### src/rtl/ifetch_queue.sv
// Instruction fetch front end: fetch-PC register, credit-limited imem requester,
// in-order prefetch FIFO with redirect/drain handling. Optional IFQ_BYPASS_EN.
module ifetch_queue #(
    parameter int unsigned DEPTH    = 4,
    parameter logic [31:0] RESET_PC = 32'd0,
    parameter logic [31:0] PC_STEP  = 32'd4
) (
    input  logic        clk,
    input  logic        rst,
    input  logic        redirect_valid,
    input  logic [31:0] redirect_pc,
    output logic        imem_req_valid,
    output logic [31:0] imem_req_addr,
    input  logic        imem_req_ready,
    input  logic        imem_rsp_valid,
    input  logic [31:0] imem_rsp_data,
    output logic        inst_valid,
    output logic [31:0] inst_data,
    output logic [31:0] inst_pc,
    input  logic        inst_ready,
    output logic        dbg_state
);
    // Handshakes: a transfer happens in a cycle where valid & ready are both high;
    // valid never depends on ready. imem responses carry no ready and arrive in order.
    localparam int AW = $clog2(DEPTH);
    localparam int CW = AW + 1;
    localparam logic [CW-1:0] C_ONE = CW'(1);
    localparam logic [AW-1:0] P_ONE = AW'(1);
    localparam logic [CW:0]   CREDITS = (CW + 1)'(DEPTH);

    typedef enum logic {FETCH = 1'b0, DRAIN = 1'b1} state_t;

    state_t        state, state_nxt;
    logic [31:0]   fetch_pc;
    logic [CW-1:0] outstanding, outstanding_nxt;
    logic [CW-1:0] count, count_nxt;
    logic [AW-1:0] wr_ptr, rd_ptr, tag_wr, tag_rd;
    logic [31:0]   data_mem [DEPTH];
    logic [31:0]   pc_mem   [DEPTH];
    logic [31:0]   tag_mem  [DEPTH];
    logic [CW:0]   credit_used;
    logic          fire, rsp_dec, rsp_take, bypass, push, pop;

    assign imem_req_addr = fetch_pc;
    assign dbg_state     = state;

    always_comb begin
        credit_used    = {1'b0, count} + {1'b0, outstanding};
        imem_req_valid = !rst && (state == FETCH) && !redirect_valid && (credit_used < CREDITS);
        fire           = imem_req_valid && imem_req_ready;
        // Responses with nothing outstanding belong to requests lost by reset.
        rsp_dec        = imem_rsp_valid && (outstanding != '0);
        rsp_take       = rsp_dec && (state == FETCH) && !redirect_valid;
`ifdef IFQ_BYPASS_EN
        bypass         = rsp_take && (count == '0);
`else
        bypass         = 1'b0;
`endif
        inst_valid     = !rst && !redirect_valid && ((count != '0) || bypass);
        pop            = inst_valid && inst_ready && (count != '0);
        push           = rsp_take && !(bypass && inst_ready);

        inst_data = '0;
        inst_pc   = '0;
        if (inst_valid) begin
            if (count != '0) begin
                inst_data = data_mem[rd_ptr];
                inst_pc   = pc_mem[rd_ptr];
            end else begin
                inst_data = imem_rsp_data;
                inst_pc   = tag_mem[tag_rd];
            end
        end

        outstanding_nxt = outstanding;
        if (fire && !rsp_dec)
            outstanding_nxt = outstanding + C_ONE;
        else if (!fire && rsp_dec)
            outstanding_nxt = outstanding - C_ONE;

        count_nxt = count;
        if (push && !pop)
            count_nxt = count + C_ONE;
        else if (!push && pop)
            count_nxt = count - C_ONE;

        // Leaving DRAIN (or skipping it) requires every stale response to be gone.
        state_nxt = state;
        if (redirect_valid || (state == DRAIN))
            state_nxt = (outstanding_nxt != '0) ? DRAIN : FETCH;
    end

    always_ff @(posedge clk or posedge rst) begin
        if (rst) begin
            state       <= FETCH;
            fetch_pc    <= RESET_PC;
            outstanding <= '0;
            count       <= '0;
            wr_ptr      <= '0;
            rd_ptr      <= '0;
            tag_wr      <= '0;
            tag_rd      <= '0;
        end else begin
            state       <= state_nxt;
            outstanding <= outstanding_nxt;
            if (redirect_valid) begin
                fetch_pc <= redirect_pc;
                count    <= '0;
                wr_ptr   <= '0;
                rd_ptr   <= '0;
                tag_wr   <= '0;
                tag_rd   <= '0;
            end else begin
                count <= count_nxt;
                if (fire) begin
                    fetch_pc <= fetch_pc + PC_STEP;
                    tag_wr   <= tag_wr + P_ONE;
                end
                if (rsp_take) tag_rd <= tag_rd + P_ONE;
                if (push)     wr_ptr <= wr_ptr + P_ONE;
                if (pop)      rd_ptr <= rd_ptr + P_ONE;
            end
        end
    end

    always_ff @(posedge clk) begin
        if (fire)
            tag_mem[tag_wr] <= fetch_pc;
        if (push) begin
            data_mem[wr_ptr] <= imem_rsp_data;
            pc_mem[wr_ptr]   <= tag_mem[tag_rd];
        end
    end

endmodule

### config.mk
export PLATFORM = sky130hd
export DESIGN_NAME = ifetch_queue
export DESIGN_NICKNAME = d
export VERILOG_FILES = /design/src/rtl/ifetch_queue.sv
export SDC_FILE = /design/constraint.sdc
export NUM_CORES = 1
export LEC_CHECK = 0
export CORE_UTILIZATION = 40
export CTS_CLUSTER_DIAMETER = 100
export CTS_CLUSTER_SIZE = 14
export DETAILED_ROUTE_END_ITERATION = 12
export PLACE_DENSITY_LB_ADDON = 0.08
export REMOVE_ABC_BUFFERS = 1
export SLEW_MARGIN = 20
export SYNTH_ARGS = -nofsm -noshare
export SYNTH_HDL_FRONTEND = slang
export SYNTH_SLANG_ARGS = --single-unit
### constraint.sdc
create_clock -name clk -period 9.7 [get_ports clk]
set_clock_uncertainty 0.2 [all_clocks]
set_input_delay 1.455 -clock clk [delete_from_list [all_inputs] [get_ports clk]]
set_output_delay 1.455 -clock clk [all_outputs]
set_load 0.02 [all_outputs]
-- Word-level counts from Yosys, hierarchy flattened
Memories as Yosys holds them, arrays and structs flattened.
Index checks and enable logic that the tools add are counted.
- register bits after elaboration: 47
- RAM bits: 384
- bits of input ports: 70
- output and inout bits: 99
- word-level logic and storage cells: 76
- memories: 3
- add/sub/neg operators: 10
- order comparisons: 1
- multiplexer cells: 24
- bitwise logic cells: 1
- reduce and logical (&&, ||, !) cells: 29
- memory list (memory ; words ; bits a word ; rd ports ; clocked after memory_dff ; write ports ; RTL line ; text):
    data_mem ; 4 ; 32 ; 1 ; 0 ; 1 ; 38 ; logic [31:0] data_mem [DEPTH];
    pc_mem ; 4 ; 32 ; 1 ; 0 ; 1 ; 39 ; logic [31:0] pc_mem [DEPTH];
    tag_mem ; 4 ; 32 ; 1 ; 0 ; 1 ; 40 ; logic [31:0] tag_mem [DEPTH];
- operators with widths (operator ; number):
    2-to-1 mux 32 bit ; 6
    adder 32 x 3 -> 32 bit, second input constant ; 1
    2-to-1 mux 2 bit ; 8
    logical AND 1 bit ; 15
    2-to-1 mux 3 bit ; 5
    nonzero test 3 bit ; 4
    adder 2 x 1 -> 2 bit, second input constant ; 4
    adder 3 x 1 -> 3 bit, second input constant ; 2
    logical NOT 1 bit ; 6
    nonzero test 2 bit ; 3
    subtractor 3 x 1 -> 3 bit, second input constant ; 2
    2-to-1 mux 1 bit ; 5
    adder 3 x 3 -> 4 bit ; 1
    less-than comparator 4 x 3 -> 1 bit, second input constant ; 1
    logical OR 1 bit ; 1
    inverter 1 bit ; 1

-- Longest topological paths before layout
- depth after elaboration: 11
- mapped depth: 10
- gate-level depth less buffers: 9

-- Worst setup path after synthesis
Ideal clock, no wire load.
- kind: in2reg
- start point: in imem_rsp_valid
- end point: mem data_mem[0][0] (enable)
- setup time: 429 ps
- data arrival time: 3594 ps
- required time: 9071 ps
- slack: 5477 ps
- cell stages on the path: 4
- path buffers: 1
- cell sequence: inv_1 -> nor3_1 -> buf_2 -> and3_1
- cells in the longest elaborated chain, start to end: 5
- ends and longest elaborated chain (item ; RTL line ; text):
    start: declaration ; 15 ; input logic imem_rsp_valid,
    logical AND 1 bit ; 52 ; rsp_dec = imem_rsp_valid && (outstanding != '0);
    logical AND 1 bit (2 in a row) ; 53 ; rsp_take = rsp_dec && (state == FETCH) && !redirect_valid;
    2-to-1 mux 1 bit ; 129 ; if (push) begin
    2-to-1 mux 1 bit (not written as such) ; 130 ; data_mem[wr_ptr] <= imem_rsp_data;
    end: declaration ; 38 ;
Every way passes these cells.

-- Worst setup path in the final report
- start point: in rst
- end point: out inst_data[4]
- cells in the longest elaborated chain, start to end: 4
- ends and longest elaborated chain (item ; RTL line ; text):
    start: declaration ; 9 ; input logic rst,
    logical NOT 1 bit (no source line) ; -- ;
    logical AND 1 bit (2 in a row) ; 59 ; inst_valid = !rst && !redirect_valid && ((count != '0) || bypass);
    2-to-1 mux 32 bit ; 65 ; if (inst_valid) begin
    end: declaration ; 18 ; output logic [31:0] inst_data,
Every way passes these cells.

==> metrics.sh <==
DRT-INITIAL-DRC-COUNT=551
DIEWIDTH_UM=209
HOLD_VIOLATIONS=0
ROUTE.TOP_LAYER_USED='met4'
POST-CTS-SETUP-BUFFERS=0
MAX-CLOCK-PATH-BUFFERS=3
SYNTH.YOSYS.WARNINGS=0
ROUTEDWLPERCELL_UM=23.2
CORE-AREA_UM2=42100
SHARE_SEQ_OF_TOTAL_POWER_PCT=53.5
CRITICAL_PATH.MOST_COMMON_CELL='sky130_fd_sc_hd__clkdlybuf4s50_1'
NUMPLACEDINSTANCES=1565
PLACEMENT.IO_BUFFERS=168
SETUP_TNS_PS=0
PATH_DEPTH=5
WORST-PATH-MAX-FANOUT=43
REMAINING_MAX_SLEW_BUDGET_AT_THE_TIGHTEST_PIN_PCT=28.8
MOSTFREQUENTLAYOUTCELLS='384 x sky130_fd_sc_hd__edfxtp_1, 167 x sky130_fd_sc_hd__clkdlybuf4s50_1, 96 x sky130_fd_sc_hd__mux4_2, 70 x sky130_fd_sc_hd__and3_1, 44 x sky130_fd_sc_hd__dfrtp_1'
GP_CONGESTION=0.722
TIMING.FINAL.CRIT_SHARE_PCT=57.3
CLOCK_POWER_SHARE_PCT=32.3
CLKSINKCOUNT=431
DETAILEDROUTE.FIRSTPASSITERATIONCOUNT=5
AREA_DELTA_SYNTH_FINAL_PCT=19.2
REG2REG_SETUP_SLACK_PS=5970
MIN_PERIOD_PS=5560
TIMING_MAX_TRANSITION_VIOLATIONS_FINAL=0
START_UTIL_PCT=40.7
SUM_OF_OVERFLOW_ACROSS_ALL_LAYERS_AFTER_GLOBAL_ROUTING=0
ASYNC_FLOP_SHARE_PCT=10.9
CRITPATHCAPTURE='inst_data[4]'
FINAL_ANTENNA_NET_COUNT=0
P_SWITCHING_mW=1.02
CLOCK_PIN_SLEW_ON_THE_WORST_SETUP_AND_HOLD_PATHS_PS=60
CTS-ROOT-BUF='sky130_fd_sc_hd__clkbuf_16'
ROWS=75
VIA_COUNT=8813
M1WIRELENGTH_UM=17400
CP_CELL_SEQUENCE='clkdlybuf4s50_1, nor2_4, buf_4, and3_1, clkdlybuf4s50_1'
TRITONCTS='done'
POST-ROUTE-DRC-COUNT=0
GRT_ANTENNA_BEFORE_REPAIR=0
REG2REG_FROM='outstanding[0]'
STARTPOINT_TYPE='input pin'
SETUP_REPAIR_AFTER_GLOBAL_ROUTING_MISSED_ITS_MARGIN='false'
HOLDCRITPATHCLASS='reg2reg'
POWER.COMBINATIONAL.FRACTION_PCT=14.3
DRIVE_GT1_SHARE_PCT=16.9
FIN_CELLS=1624
MAX_FREQ_MHz=180
LEAKAGEPOWER_nW=6.73
SYNTH_ENABLE_FLOP_CELLS=384
REG2REG_DEPTH=7
GRT_START_MAX_NET_PINS=52
PATH_BUF_INV=3
TRACK_USAGE_PCT=17.8
CP_DATA_ARRIVAL_TIME_PS=3900
POWER.IR.VDD_WORST_V=0.000103
P_INT_mW=3.10
HOLD_WS_PS=355
SETUP.WORST_PATH.END_CLASS='output port'
VIA_PER_INST=5.43
CLK-INSERTION-DELAY-LATE_PS=540
MET2ROUTEDLENGTH_UM=18100
ROUTED_WL_UM=37700
SETUP_FAILING_EPS_FINAL=0
RESULT_OF_THE_RUN='completed'
SW_FRAC_OF_TOTAL_PCT=24.8
NUMCTSBUFFERS=36
CTS_RESIZED=0
CRITICAL_PATH_CLASS='in2out'
HTREE_DEPTH=2
SYN_AVG_CELL_AREA_UM2=19.2
CTSHOLDBUFFERS=0
SYN-INSTANCE-COUNT=894
DIODES_INSERTED=0
LAYOUT_COMMONEST_CELL='sky130_fd_sc_hd__edfxtp_1'
MET3ROUTEDLENGTH_UM=1380
FIRST_GLOBAL_VIAS=9279
HIGHEST_DELAY_CELL_ALONG_THE_CRITICAL_PATH='sky130_fd_sc_hd__nor2_4'
WORST_R2R_ENDPOINT='data_mem[0][12]'
DIE_AREA_UM2=43700
IO-PIN-COUNT=169
FINAL_NETS=1149
YOSYS.CELL_TYPES.COUNT=59
FLOORPLAN.DIE.HEIGHT_UM=209
TIMING.CRITICAL_PATH.MAX_DELAY_FAMILY='buffers and inverters'
GRT_FIRST_PASS_WIRELENGTH_UM=58100
POST_SYNTH_INSTANCE_AREA_UM2=17200
SYNTH_TOP_FLOP_CELL='sky130_fd_sc_hd__edfxtp_1'
CP_DATA_REQUIRED_TIME_PS=8050
SLEW_AT_THE_PIN_CLOSEST_TO_ITS_MAX_SLEW_LIMIT_PS=1070
SYNTH_SEQ_CELLS=431
DRV.MAX_CAP_VIOLATION_COUNT=0
DP_HPWL_UM=21900
POWER.DENSITY_CELL_AREA_nW_PER_UM2=202
SLOWEST_DELAY_PS=650
SYNTH_SEQUENTIAL_AREA_RATIO_PCT=74.1
TIMING.CRITICAL_PATH.FROM='rst'
flip-flops by register name, summed over array words and instances, names as in the netlist:
| signal | cells |
|---|---|
| pc_mem | 128 |
| count | 3 |
| outstanding | 3 |
| tag_wr | 2 |
| data_mem | 128 |
| tag_rd | 2 |
| rd_ptr | 2 |
| dbg_state | 1 |
| wr_ptr | 2 |
| tag_mem | 128 |
| imem_req_addr | 32 |
how the worst min path moves through the flow:
stage                     startpoint        end  slack (ps)  cells after the start
after floorplan            tag_wr[0]  tag_wr[0]         310                      1
after global placement     tag_wr[0]  tag_wr[0]         340                      1
after detailed placement   tag_wr[0]  tag_wr[0]         350                      1
after CTS                  tag_wr[0]  tag_wr[0]         360                      1
after global routing       tag_wr[0]  tag_wr[0]         410                      1
final                      tag_wr[0]  tag_wr[0]         360                      1
synthesized netlist by cell type (3+ instances only):
library cell | n | share of area, %
sky130_fd_sc_hd__edfxtp_1 | 384 | 67
sky130_fd_sc_hd__mux4_2 | 96 | 13
sky130_fd_sc_hd__and3_1 | 74 | 2.7
sky130_fd_sc_hd__dfrtp_1 | 47 | 6.9
sky130_fd_sc_hd__nand2_1 | 40 | 0.87
sky130_fd_sc_hd__clkbuf_1 | 29 | 0.63
sky130_fd_sc_hd__nand3_1 | 21 | 0.61
sky130_fd_sc_hd__o21ai_0 | 19 | 0.55
sky130_fd_sc_hd__nor2_1 | 17 | 0.37
sky130_fd_sc_hd__o211ai_1 | 16 | 0.70
sky130_fd_sc_hd__inv_1 | 15 | 0.33
sky130_fd_sc_hd__buf_2 | 14 | 0.41
sky130_fd_sc_hd__ha_1 | 14 | 1.0
sky130_fd_sc_hd__nand4_1 | 9 | 0.33
sky130_fd_sc_hd__o311ai_0 | 7 | 0.36
sky130_fd_sc_hd__xnor2_1 | 7 | 0.36
sky130_fd_sc_hd__a21oi_1 | 6 | 0.17
sky130_fd_sc_hd__and2_1 | 6 | 0.22
sky130_fd_sc_hd__nor3_1 | 6 | 0.17
sky130_fd_sc_hd__xor2_1 | 6 | 0.31
sky130_fd_sc_hd__or3_1 | 5 | 0.18
sky130_fd_sc_hd__buf_1 | 4 | 0.087
sky130_fd_sc_hd__a221o_1 | 3 | 0.17
sky130_fd_sc_hd__and4_1 | 3 | 0.15
kinds of logic (layout without fill, tap and decap cells):
| logic type | count (synthesis) | in the layout | share of synthesized area [%] |
|---|---|---|---|
| buffers and inverters | 67 | 258 | 1.68 |
| and+or+nand+nor | 199 | 199 | 6.79 |
| muxes | 100 | 100 | 12.8 |
| DFF | 431 | 431 | 74.1 |
| xor gates and xnor gates | 13 | 13 | 0.664 |
| AOI/OAI and AO/OA | 67 | 67 | 2.71 |
| adders and majority gates | 17 | 17 | 1.25 |
power groups by stage:
stage / clock, mW / combinational (mW) / sequential (mW)
3_5_place_dp: 0 / 0.601 / 2.25
2_1_floorplan: 0 / 0.315 / 2.26
6_report: 1.33 / 0.588 / 2.21
3_3_place_gp: 0 / 0.594 / 2.25
5_1_grt: 1.44 / 0.646 / 2.22
4_1_cts: 1.38 / 0.603 / 2.21
layout make-up:
type                       count  area, um^2
tap                          539         674
multi-input combinational    396        4190
sequential                   431       12700
fill                        3532       21700
clock buffer                  56         997
timing repair buffer         183        1790
inverter                      16        60.1
clock inverter                 3        22.5
per-stage QoR:
stage / util (%) / area (um^2) / worst slack [ps] / total power [mW]
global placement: 46.1 / 19400 / 4130 / 2.84
floorplan: - / 16900 / 4540 / 2.57
CTS: 48.5 / 20500 / 4100 / 4.19
global route: 48.5 / 20500 / 3970 / 4.30
detailed placement: 46.1 / 19400 / 4080 / 2.85
finish: 48.5 / 20500 / 4140 / 4.12
layer usage:
layer / global-route usage (%) / vias to the layer above
li1: - / 3967
met1: 24.9 / 4622
met2: 29.0 / 174
met3: 2.96 / 50
met4: 4.97 / 0
met5: 0 / -
Power figures use the tool's default switching activity.
